`src/rtl/tqvp_gray_encoder_reader.sv`:
```
// tqvp_gray_encoder_reader: debounced Gray-coded absolute encoder reader with
// step tracking, wrap-around position count and invalid-jump detection.
module tqvp_gray_encoder_reader #(
    parameter int WIDTH    = 4,
    parameter int DEBOUNCE = 3
) (
    input  logic       clk,
    input  logic       rst_n,
    input  logic [7:0] ui_in,
    output logic [7:0] uo_out,
    input  logic [3:0] address,
    input  logic       data_write,
    input  logic [7:0] data_in,
    output logic [7:0] data_out
);
    localparam logic [3:0] DB = 4'(DEBOUNCE);

    function automatic logic [WIDTH-1:0] g2b(input logic [WIDTH-1:0] g);
        logic [WIDTH-1:0] b;
        for (int i = 0; i < WIDTH; i++) b[i] = ^(g >> i);
        return b;
    endfunction

    logic             en, valid, dir, err, moved;
    logic [WIDTH-1:0] cand, stable, code, step;
    logic [3:0]       sc, sc_next;
    logic [7:0]       count, errcnt;
    logic             ctrl_wr, status_wr, en_eff, clr, accept, up, down, bad;

    assign code      = ui_in[WIDTH-1:0];
    assign ctrl_wr   = data_write && address == 4'h0;
    assign status_wr = data_write && address == 4'h3;
    assign en_eff    = ctrl_wr ? data_in[0] : en;
    assign clr       = ctrl_wr && data_in[1];
    assign sc_next   = (code != cand) ? 4'd1 : (sc == DB ? sc : sc + 4'd1);
    // With valid clear the first settled code only resynchronises the tracker
    assign accept    = en_eff && sc_next == DB && (code != stable || !valid);
    assign step      = g2b(code) - g2b(stable);
    assign up        = accept && valid && step == WIDTH'(1);
    assign down      = accept && valid && step == '1;
    assign bad       = accept && valid && !up && !down;
    assign uo_out    = count;

    always_ff @(posedge clk) begin
        if (!rst_n) begin
            en     <= 1'b0;
            valid  <= 1'b0;
            dir    <= 1'b0;
            err    <= 1'b0;
            moved  <= 1'b0;
            cand   <= '0;
            stable <= '0;
            sc     <= '0;
            count  <= '0;
            errcnt <= '0;
        end else begin
            en <= en_eff;
            if (!en_eff) begin
                sc    <= '0;
                valid <= 1'b0;
            end else begin
                cand <= code;
                sc   <= sc_next;
                if (accept) begin
                    stable <= code;
                    valid  <= 1'b1;
                end
            end
            if (up || down) dir <= up;
            count  <= clr ? 8'd0 : up ? count + 8'd1 : down ? count - 8'd1 : count;
            errcnt <= clr ? 8'd0 : (bad && errcnt != 8'hFF) ? errcnt + 8'd1 : errcnt;
            err    <= !clr && (bad || (err && !(status_wr && data_in[1])));
            moved  <= !clr && (up || down || (moved && !(status_wr && data_in[2])));
        end
    end

    always_comb begin
        data_out = 8'h00;
        case (address)
            4'h0: data_out = {7'b0, en};
            4'h1: data_out = {{(8-WIDTH){1'b0}}, g2b(stable)};
            4'h2: data_out = {{(8-WIDTH){1'b0}}, stable};
            4'h3: data_out = {4'b0, valid, moved, err, dir};
            4'h4: data_out = count;
            4'h5: data_out = errcnt;
            default: data_out = 8'h00;
        endcase
    end
endmodule

```
`config.mk`:
```
export PLATFORM = sky130hd
export DESIGN_NAME = tqvp_gray_encoder_reader
export DESIGN_NICKNAME = d
export VERILOG_FILES = /design/src/rtl/tqvp_gray_encoder_reader.sv
export SDC_FILE = /design/constraint.sdc
export NUM_CORES = 1
export LEC_CHECK = 0
export CORE_MARGIN = 2
export CORE_UTILIZATION = 45
export CTS_BUF_LIST = sky130_fd_sc_hd__clkbuf_4
export CTS_CLUSTER_DIAMETER = 100
export CTS_CLUSTER_SIZE = 8
export DETAILED_ROUTE_END_ITERATION = 6
export PLACE_DENSITY = 0.78
export SYNTH_ARGS = -nofsm -noshare
export SYNTH_HDL_FRONTEND = slang
export SYNTH_SLANG_ARGS = --single-unit
```
`constraint.sdc`:
```
create_clock -name clk -period 14.4 [get_ports clk]
set_input_delay 4.32 -clock clk [delete_from_list [all_inputs] [get_ports clk]]
set_output_delay 4.32 -clock clk [all_outputs]
set_load 0.02 [all_outputs]
```
==> out/metrics.yaml <==
logic_synthesis:
  yosys-top-cells-area: "dfxtp_1 29%, mux2i_1 7.0%, ha_1 6.0%"
  yosys.area.top_type: "dfxtp_1"
  synthesis.nets: 303
  ys_types: 52
  yosysSeqAreaShare_pct: 29.0
  synthArstFlopShare_pct: 0
  synth_enable_flop_cells: 0
  syn-mean-instance-area_um2: 8.52
  netlist_area_um2: 2280
  synth_top_area_share_pct: 29.0
  synth_ff_type: "dfxtp_1"
  yosys_warnings: 0
  ys_ff_latch: 33
  synthCells: 267
global_routing:
  use_met3_pct: 4.69
  overflow: 0
  grt_usage_pct: 19.8
  use_met2_pct: 31.5
  grt_max_degree: 20
  grt_pass1_vias: 1839
  grt_pass1_wl_mm: 8.40
  busiest_layer: "met2"
  antenna_found_initial: 0
  gr-usage-met1_pct: 26.2
cells_and_area:
  regArea_um2: 661
  final_nets: 326
  multiInputGateArea_um2: 1500
  syn_to_final_growth_pct: 15.4
  drive_gt1_share_pct: 6.19
  nFillCells: 438
  diodes: 0
  layout_commonest_cell: "dfxtp_1"
  fin_util_pct: 54.9
  final_cell_mix: "33 x dfxtp_1, 29 x clkdlybuf4s50_1, 23 x nor2_1, 20 x a21oi_1"
status:
  status: "complete, no violations"
cts:
  clk_latency_ps: 340
  cts_buffers: 5
  clk_pin_slew_worst_paths_ps: 90
  root_buffer: "clkbuf_4"
  cts-hold-fix-buffers: 0
  ctsResizeCount: 0
  clk_path_buf_depth: 2
  cts_setup_buffers: 0
  cts_tree: "yes"
  cts_max_level: 2
  clock-sinks: 33
timing:
  setup_viol: 0
  max_freq_ghz: 0.0907
  fin_setup_tns_ps: 0
  rsz0062_at_grt: "false"
  period_share_pct: 76.6
  tightest_slew_ps: 1030
  finalHoldViolations: 0
  finClkSkew_ps: 11.2
  post-route-min-period_ps: 11030
  max-slew-margin-rel_pct: 30.7
  finalMaxSlewViolations: 0
die:
  die_area_um2: 5640
  io_pins: 39
  die_h_um: 75.1
  coreArea_um2: 4790
  initial_core_util_pct: 47.6
  rows: 25
  die_x_um: 75.1
setup_path:
  cp-startpoint: "address[0]"
  worstReg2RegStart: "stable[3]"
  critPathKind: "input port to output pin"
  r2r_end: "uo_out[7]"
  crit_path_end_kind: "output pin"
  reg2reg_slack_ps: 9640
  cp.required_ps: 10080
  cp_max_fo: 19
  arrival_ps: 6710
  r2r_cells: 17
  critPathLaunchType: "input port"
routing:
  post_drt_wl_per_cell_um: 14.4
  routed_via_density: 5.57
  num_vias: 1995
  firstDrtPassIters: 4
  totalWireLength_mm: 5.14
  detail_route.iter0.violations: 93
  drc_errors: 0
  antenna_left: 0
placed_design:
  place.gp.congestion: 0.851
  portBuffers: 29
  dp_hpwl_mm: 3.84
hold_path:
  hold_path_end: "err"
  hold_path.class: "flip-flop to flip-flop"
  hp-start: "err"
  worstHoldPathCells: 2
power_and_ir_drop:
  irDropWorstVdd_v: 0.0000275
  powerDensity_nw_per_um2: 61.9
  p_leak_nw: 0.970
job:
  maxCapViolations: 0
report_power, final:
group | internal, W | total [W] | switching [W]
Combinational | 0.00000886 | 0.0000211 | 0.0000122
Clock | 0.0000176 | 0.0000500 | 0.0000324
Sequential | 0.0000914 | 0.0000916 | 0.000000191
Total | 0.000118 | 0.000163 | 0.0000448
metrics by stage:
stage,power [W],instances,hold WS [ps],cell area [um2],worst slack (ps)
2_1_floorplan,0.000108,267,450,2280,4630
3_3_place_gp,0.000114,350,472,2580,3370
3_5_place_dp,0.000115,350,468,2580,3370
4_1_cts,0.000164,358,485,2630,3370
5_1_grt,0.000171,358,500,2630,3280
6_report,0.000163,358,485,2630,3370
layout make-up:
cell class / instances / area share (%)
Clock inverter: 3 / 0.476
Inverter: 9 / 1.29
Timing Repair Buffer: 30 / 11.3
Sequential cell: 33 / 25.1
Multi-Input combinational cell: 211 / 57.1
Tap cell: 67 / 3.19
Clock buffer: 5 / 1.43
worst max-delay path by stage:
stage	end	slack, ps	cells after the start
after floorplan	data_out[1]	4630	4
after global placement	data_out[1]	3370	5
after detailed placement	data_out[1]	3370	5
after CTS	data_out[1]	3370	5
after global routing	data_out[1]	3280	5
final	data_out[1]	3370	5
logic make-up (layout without fill, tap and decap cells):
logic type | Yosys count | after routing | synth area share (%)
and+or+nand+nor | 98 | 98 | 23.7
xor gates and xnor gates | 25 | 25 | 9.62
muxes | 19 | 19 | 8.69
buffers and inverters | 23 | 47 | 5.00
adders and majority gates | 13 | 13 | 7.81
DFF | 33 | 33 | 29.0
AOI/OAI and AO/OA | 56 | 56 | 16.1
registers in the layout, indices dropped and copies added (netlist names):
register and cells:
stable 4, err 1, dir 1, errcnt 8, moved 1, uo_out 8, en 1, sc 4
cand 4, valid 1
layer usage:
metal,vias up,wire (um)
met3,6,247
met2,39,2370
met5,-,0
li1,1014,-
met1,936,2440
met4,0,84
synthesized netlist by cell type (all sizes together) (4+ instances only):
cell type	n
dfxtp	33
nor2	23
a21oi	20
nand3	20
nand2	19
mux2i	16
o21ai	13
xor2	13
xnor2	12
ha	11
inv	9
clkbuf	8
buf	6
or4	6
o31ai	5
nor4	4
or3	4
critical path, cell delays in order:
cell and delay (ps):
clkdlybuf4s50_1 1050, nor4b_1 390, inv_1 100, o221ai_1 190, clkdlybuf4s50_1 640
Power figures use the tool's default switching activity.
